<file path="src/rtl/bp_table_ctrl.sv">
// ---------------------------------------------------------------------------
// bp_table_ctrl
//   Controller for a table of 2-bit saturating branch-history counters kept
//   in an external single-port RAM with synchronous read.
//   - After reset, a clear sweep writes INIT_STATE to every entry.
//   - Fetch-stage lookups and queued commit updates share the RAM port.
//   - Commit updates go into a small FIFO. Each one is applied as a
//     read-modify-write: issue the read, wait for the data, then write back.
//
// Ports
//   clk_in, rst_in      clock; asynchronous active-low reset
//   rdy_in              global ready; when low, all state is frozen
//   lk_req/lk_pc        lookup request; lk_ready is the same-cycle accept
//   lk_valid/lk_taken   registered prediction, one cycle after the accept
//   upd_valid/upd_pc/upd_taken   committed branch outcome
//   upd_full            update FIFO is full
//   drop_cnt            number of updates lost to overflow (saturating)
//   init_busy           clear sweep in progress
//   ram_*               RAM port (combinational strobes); ram_rdata is
//                       valid the cycle after a read
// ---------------------------------------------------------------------------
module bp_table_ctrl #(
   parameter int         IDX_W      = 7,
   parameter int         FIFO_DEPTH = 4,
   parameter logic [1:0] INIT_STATE = 2'b01
) (
   input  logic             clk_in,
   input  logic             rst_in,
   input  logic             rdy_in,
   input  logic             lk_req,
   input  logic [31:0]      lk_pc,
   output logic             lk_ready,
   output logic             lk_valid,
   output logic             lk_taken,
   input  logic             upd_valid,
   input  logic [31:0]      upd_pc,
   input  logic             upd_taken,
   output logic             upd_full,
   output logic [7:0]       drop_cnt,
   output logic             init_busy,
   output logic             ram_en,
   output logic             ram_we,
   output logic [IDX_W-1:0] ram_addr,
   output logic [1:0]       ram_wdata,
   input  logic [1:0]       ram_rdata
);

   localparam int PTR_W = $clog2(FIFO_DEPTH);
   localparam int CNT_W = $clog2(FIFO_DEPTH + 1);

   typedef enum logic [1:0] {ST_INIT, ST_IDLE, ST_UPD_RD, ST_UPD_WR} state_t;

   state_t             state_reg, state_next;
   logic [IDX_W-1:0]   sweep_ptr_reg;
   logic [IDX_W-1:0]   fifo_idx_reg [FIFO_DEPTH];
   logic               fifo_tkn_reg [FIFO_DEPTH];
   logic [PTR_W-1:0]   head_reg, tail_reg;
   logic [CNT_W-1:0]   count_reg;
   logic [7:0]         drop_cnt_reg;
   logic               lk_valid_reg;
   logic [1:0]         new_val_reg, new_val_next;

   logic               fifo_full, fifo_empty, push, pop;
   logic [IDX_W-1:0]   head_idx;
   logic               head_tkn;
   logic               lk_ready_c, ram_en_c, ram_we_c;
   logic [IDX_W-1:0]   ram_addr_c;
   logic [1:0]         ram_wdata_c;

   // The index uses only pc[IDX_W+1:2]. The remaining pc bits are
   // intentionally unused.
   logic unused_pc_bits;
   assign unused_pc_bits = ^{lk_pc[31:IDX_W+2], lk_pc[1:0],
                             upd_pc[31:IDX_W+2], upd_pc[1:0]};

   assign fifo_full  = (count_reg == CNT_W'(FIFO_DEPTH));
   assign fifo_empty = (count_reg == '0);
   assign head_idx   = fifo_idx_reg[head_reg];
   assign head_tkn   = fifo_tkn_reg[head_reg];

   // Saturating counter step computed from the RAM data that arrives
   // in UPD_RD.
   always_comb begin
      new_val_next = ram_rdata;
      if (head_tkn) begin
         if (ram_rdata != 2'b11) new_val_next = ram_rdata + 2'd1;
      end else begin
         if (ram_rdata != 2'b00) new_val_next = ram_rdata - 2'd1;
      end
   end

   // Next-state logic and RAM port arbitration.
   always_comb begin
      state_next  = state_reg;
      lk_ready_c  = 1'b0;
      ram_en_c    = 1'b0;
      ram_we_c    = 1'b0;
      ram_addr_c  = '0;
      ram_wdata_c = '0;
      pop         = 1'b0;
      if (rdy_in) begin
         unique case (state_reg)
            ST_INIT: begin
               ram_en_c    = 1'b1;
               ram_we_c    = 1'b1;
               ram_addr_c  = sweep_ptr_reg;
               ram_wdata_c = INIT_STATE;
               if (sweep_ptr_reg == {IDX_W{1'b1}}) state_next = ST_IDLE;
            end
            ST_IDLE: begin
               // A full FIFO takes priority over lookups, so commits can
               // never be starved indefinitely.
               if (fifo_full) begin
                  ram_en_c   = 1'b1;
                  ram_addr_c = head_idx;
                  state_next = ST_UPD_RD;
               end else if (lk_req) begin
                  lk_ready_c = 1'b1;
                  ram_en_c   = 1'b1;
                  ram_addr_c = lk_pc[IDX_W+1:2];
               end else if (!fifo_empty) begin
                  ram_en_c   = 1'b1;
                  ram_addr_c = head_idx;
                  state_next = ST_UPD_RD;
               end
            end
            ST_UPD_RD: state_next = ST_UPD_WR;
            ST_UPD_WR: begin
               ram_en_c    = 1'b1;
               ram_we_c    = 1'b1;
               ram_addr_c  = head_idx;
               ram_wdata_c = new_val_reg;
               pop         = 1'b1;
               state_next  = ST_IDLE;
            end
            default: state_next = ST_INIT;
         endcase
      end
   end

   // A push is still accepted when the FIFO is full, as long as a pop
   // frees an entry in the same cycle.
   assign push = upd_valid && rdy_in && (!fifo_full || pop);

   always_ff @(posedge clk_in or negedge rst_in) begin
      if (!rst_in) begin
         state_reg     <= ST_INIT;
         sweep_ptr_reg <= '0;
         head_reg      <= '0;
         tail_reg      <= '0;
         count_reg     <= '0;
         drop_cnt_reg  <= '0;
         lk_valid_reg  <= 1'b0;
         new_val_reg   <= '0;
      end else if (rdy_in) begin
         state_reg    <= state_next;
         lk_valid_reg <= lk_ready_c;
         if (state_reg == ST_INIT) sweep_ptr_reg <= sweep_ptr_reg + IDX_W'(1);
         if (state_reg == ST_UPD_RD) new_val_reg <= new_val_next;
         if (push) tail_reg <= tail_reg + PTR_W'(1);
         if (pop)  head_reg <= head_reg + PTR_W'(1);
         unique case ({push, pop})
            2'b10:   count_reg <= count_reg + CNT_W'(1);
            2'b01:   count_reg <= count_reg - CNT_W'(1);
            default: count_reg <= count_reg;
         endcase
         if (upd_valid && !push && drop_cnt_reg != 8'hFF)
            drop_cnt_reg <= drop_cnt_reg + 8'd1;
      end
   end

   // FIFO payload storage.
   always_ff @(posedge clk_in or negedge rst_in) begin
      if (!rst_in) begin
         for (int i = 0; i < FIFO_DEPTH; i++) begin
            fifo_idx_reg[i] <= '0;
            fifo_tkn_reg[i] <= 1'b0;
         end
      end else if (push) begin
         fifo_idx_reg[tail_reg] <= upd_pc[IDX_W+1:2];
         fifo_tkn_reg[tail_reg] <= upd_taken;
      end
   end

   // Combinational outputs are forced low while reset is asserted, so the
   // RAM sees no strobe during reset.
   assign lk_ready  = lk_ready_c & rst_in;
   assign ram_en    = ram_en_c & rst_in;
   assign ram_we    = ram_we_c & rst_in;
   assign ram_addr  = ram_addr_c & {IDX_W{rst_in}};
   assign ram_wdata = ram_wdata_c & {2{rst_in}};

   assign lk_valid  = lk_valid_reg;
   assign lk_taken  = lk_valid_reg & ram_rdata[1];
   assign upd_full  = fifo_full;
   assign drop_cnt  = drop_cnt_reg;
   assign init_busy = (state_reg == ST_INIT);

endmodule

</file>
<file path="config.mk">
export PLATFORM = sky130hd
export DESIGN_NAME = bp_table_ctrl
export DESIGN_NICKNAME = d
export VERILOG_FILES = /design/src/rtl/bp_table_ctrl.sv
export SDC_FILE = /design/constraint.sdc
export NUM_CORES = 1
export LEC_CHECK = 0
export CAP_MARGIN = 15
export CORE_MARGIN = 2
export CORE_UTILIZATION = 50
export CTS_CLUSTER_SIZE = 12
export DETAILED_ROUTE_END_ITERATION = 16
export GPL_TIMING_DRIVEN = 0
export PLACE_DENSITY = 0.83
export SYNTH_ARGS = -nofsm -noshare
export SYNTH_HDL_FRONTEND = slang
export SYNTH_SLANG_ARGS = --single-unit
</file>
<file path="constraint.sdc">
create_clock -name clk_in -period 6.62 [get_ports clk_in]
set_input_delay 1.324 -clock clk_in [delete_from_list [all_inputs] [get_ports clk_in]]
set_output_delay 1.324 -clock clk_in [all_outputs]
set_load 0.1 [all_outputs]
</file>
* Yosys cells after proc, flatten, opt, wreduce, memory -nomap -nowiden
Index checks and enable logic that the tools add are counted. W data, S select, Z words.
Storage, ports and cells: bits of input ports 72, logic and storage cells 108, register bits 59
Cells by class: bitwise operators 8, muxes and demuxes 41, add/subtract/negate cells 8, eq/ne operators 12, reduce and logical (&&, ||, !) cells 20, magnitude comparators 3
Operator list (number):
- $mux W7 | 7
- $bwmux W28 | 1
- $pmux W7 S3 | 1
- $mux W2 | 8
- $mux W1 | 15
- $bmux W7 S2 | 1
- $demux W7 S2 | 1
- $reduce_and A2 Y1 | 6
- $add A8 B1 Y8 const B | 1
- $ne A8 B8 Y1 const B | 1
- $pmux W2 S4 | 1
- $add A7 B1 Y7 const B | 1
- $and A7 B7 Y7 | 1
- $eq A7 B7 Y1 const B | 1
- $add A2 B1 Y2 const B | 3
- $eq A2 B2 Y1 const B | 3
- $ge A3 B3 Y1 const B | 2
- $ne A3 B3 Y1 const B | 2
- $not A2 Y3 | 2
- $pmux W3 S2 | 1
- $logic_and A1 B1 Y1 | 5
- $and A1 B1 Y1 | 4
- $bwmux W4 | 1
- $eq A2 B1 Y1 const B | 2
- other kinds (19) | 21

* Depth between registers and ports, before layout
word-level depth 10, depth in mapped cells 10

* Worst setup path after synthesis
Ideal clock, no wire load.
path type reg2out, from reg count_reg[0], to out lk_ready, slack 0.932 ns, arrival time 4.364 ns, cell stages (with the launch flop) 3, data required time 5.296 ns, cell sequence dfrtp_1 -> nor3b_1 -> nor3_1
On the way: cells in the longest elaborated chain, start to end 5
RTL lines:
- from (decl) | line 58 | logic [CNT_W-1:0] count_reg;
- from (signal assigned) | line 163 | 2'b10: count_reg <= count_reg + CNT_W'(1);
- from (signal assigned) | line 164 | 2'b01: count_reg <= count_reg - CNT_W'(1);
- from (signal assigned) | line 165 | default: count_reg <= count_reg;
- $eq A3 B3 Y1 | line 76 | assign fifo_full = (count_reg == CNT_W'(FIFO_DEPTH));
- via upd_full | line 38 | output logic upd_full,
- $mux W1 | line 113 | if (fifo_full) begin
- $mux W1 | line 102 | unique case (state_reg)
- $mux W1 | line 101 | if (rdy_in) begin
- $and A1 B1 Y1 | line 187 | assign lk_ready = lk_ready_c & rst_in;
- to (decl) | line 32 | output logic lk_ready,
The timed path passes the listed nets, and every way through them passes these cells.

* Worst setup path after layout
from in rdy_in, to out ram_addr[4]
On the way: cells in the longest elaborated chain, start to end 2
RTL lines:
- from (decl) | line 29 | input logic rdy_in,
- $mux W7 | line 101
- $and A7 B7 Y7 | line 190 | assign ram_addr = ram_addr_c & {IDX_W{rst_in}};
- to (decl) | line 43 | output logic [IDX_W-1:0] ram_addr,
Every way passes these cells.

==> reports/results.txt <==
Status: complete, no violations
Worst Path Required: 5.30 ns
R2R setup slack: 4.11 ns
Syn Inst Count: 242
Worst hold path cell count: 2
GRT Overall Usage: 20.6%
Ant diodes: 0
Final WS setup: 1.21 ns
Period Utilization, post-route: 81.7%
Max-slew violations: 0
Max_cap viols: 0
Static Leak: 1.67 nW
Routed WL per cell: 16.7 µm
Setup Skew: 0.00742 ns
Final hold vios: 0
Peak supply drop: 275 µV
Top cells by area, synth: dfrtp_1, mux2_2, mux4_1
Routability Congestion: 0.826
Critical path peak fanout: 10
Total power: 1.89 mW
PwrDens: 488 nW/µm²
Drt pass-1 iters: 5
CP Launch Type: primary input
HPWL after DPL: 4.50 mm
Residual DRC: 0
Minimum clock period: 5.41 ns
Crit path arrival time: 4.09 ns
Kind of critical path: primary input to output port
DP Cell Count: 363
RSZ-0062 raised after global routing: false
Syn_nets: 328
Post-synthesis sequential area ratio: 48.2%
Clk Latency, worst-skew pair: 0.33 ns
Max H-tree Level: 3
Synth warnings: 0
Reg2reg start: state_reg[0]
Reg clk slew, reported paths: 0.06 ns
Die Footprint: 6770 µm²
Port-buffer cells: 45
Clk sink count: 59
Final setup TNS: 0 ns
Vias: 2,080
Pin count of the biggest net entering global routing: 35
Worst Hold Class: flop to flop
Fin nets: 385
Worst slew pin tran: 0.981 ns
Share of cells above drive strength 1: 23.0%
Final std cells w/o fill: 379
F_max: 185 MHz
Final setup vio count: 0
Fillers: 423
Syn-to-layout area delta: 26.1%
Synth cell types: 40
Setup Buffers After CTS: 0
Largest area contributor in the synthesized netlist: dfrtp_1
Global-route wire length before repair: 10.2 mm
Crit. End Element: output port
Min-delay src: new_val_reg[1]
Syn Area/Cell: 12.7 µm²
Ys flop type: dfrtp_1
Post-synth top area share: 48.2%
Place WS: 1.20 ns
Total CTS buffers: 9
Antenna violations before repair: 0
Mapped Area: 3060 µm²
EDFF count, synth: 0
Worst Hold Path EP: new_val_reg[1]
Row cnt: 28
Overall die height: 82.3 µm
Capturing point of the worst reg2reg path: count_reg[2]
Core ar.: 5920 µm²
I/O pin cnt: 96
# hold bufs at CTS: 0
Initial core utilization: 51.8%
Starting DRC count in detailed routing: 104
Number of global-route vias before repair: 2,102
CTS tree: built
Synth async-reset ratio: 100%
Clock Tree Root: clkbuf_8
Post-CTS resize count: 0
Clk buf depth: 2
Worst rel slew slack: 34.4%
Die W: 82.3 µm
Number of routed nets with antenna violations: 0
R2R cell count: 10
Max reg flops: 28
Via/cell ratio: 5.49
Seq cells post-synth: 59
Gr ovfl total: 0
Total Routed Length: 6.33 mm
[cells in the mapped netlist (3+ instances only)]
cell type  number
nand2_2         4
dfrtp_1        59
ha_1           13
xor2_1          9
clkbuf_1        3
nand2_1        15
a22oi_1         7
nor2_1         10
and2_1          3
xnor2_1         7
o21ai_0         4
nand2b_1        8
mux4_1          7
nand3_1         4
inv_1          10
a21oi_1        10
mux2_2         38
nor3_1          5
[cells in the final DEF, fill, tap and decap left out, types with 7 or more instances in the layout]
cell	n
xor2_1	9
xnor2_1	7
clkbuf_8	10
mux2_2	38
a22oi_1	7
dfrtp_1	59
mux4_1	7
nor2_1	10
nand2b_1	8
clkdlybuf4s50_1	44
nand2_1	15
a21oi_1	10
ha_1	13
inv_1	10
[how the worst max path moves through the flow]
stage / from / end / slack, ns / depth (start not counted)
finish: rdy_in / ram_addr[4] / 1.21 / 7
global route: rst_in / ram_addr[4] / 0.99 / 6
CTS: rst_in / ram_addr[4] / 1.20 / 6
detailed placement: rst_in / ram_addr[4] / 1.20 / 6
global placement: rst_in / ram_addr[4] / -0.79 / 6
floorplan: count_reg[0] / lk_ready / 0.93 / 2
[power by group]
part | switching (mW) | internal [mW] | leakage, nW
registers | 0.111 | 0.516 | 0.724
logic | 0.499 | 0.356 | 0.821
clock network | 0.143 | 0.259 | 0.123
[routing by layer]
layer  wire length [µm]  share of wire (%)  vias up  track usage [%]
met5                  0                  0        -                0
met4                 76                1.2        0             6.17
met3                253                4.0        9             5.98
met2               3200                 51       48             33.3
met1               2800                 44     1027             27.0
li1                   -                  -      996                -
[worst max-delay path, cell delays in order]
cell and delay (ns):
clkdlybuf4s50_1 0.48, buf_2 0.24, nand2_1 0.13, or2_2 0.31, clkbuf_1 0.21, a21oi_1 0.22
clkdlybuf4s50_1 1.17
[cells by family after synthesis]
logic type                 after synthesis  synth area share, %
xor gates and xnor gates                16                 4.57
AOI/OAI and AO/OA                       27                 5.47
muxes                                   48                 21.4
adders and majority gates               15                 6.33
and+or+nand+nor                         62                 12.0
DFF                                     59                 48.2
buffers and inverters                   15                 2.12
[cell type report]
type | count | area, µm² | area share [%]
multi-input cells | 168 | 1520 | 39.4
flip-flops and latches | 59 | 1480 | 38.2
repair buffers | 46 | 465 | 12.0
clock buffers | 11 | 141 | 3.66
clock inverters | 5 | 100 | 2.59
well taps | 75 | 93.8 | 2.43
inverters | 10 | 37.5 | 0.971
plain buffers | 5 | 27.5 | 0.712
[metrics by stage]
stage / instance area, µm² / hold WS [ns] / utilization (%)
after CTS: 3860 / 0.481 / 65.3
after detailed placement: 3620 / 0.466 / 61.2
after floorplan: 3060 / 0.441 / -
final: 3860 / 0.477 / 65.3
after global routing: 3860 / 0.515 / 65.3
after global placement: 3610 / 0.455 / 60.9
Power figures use the tool's default switching activity.
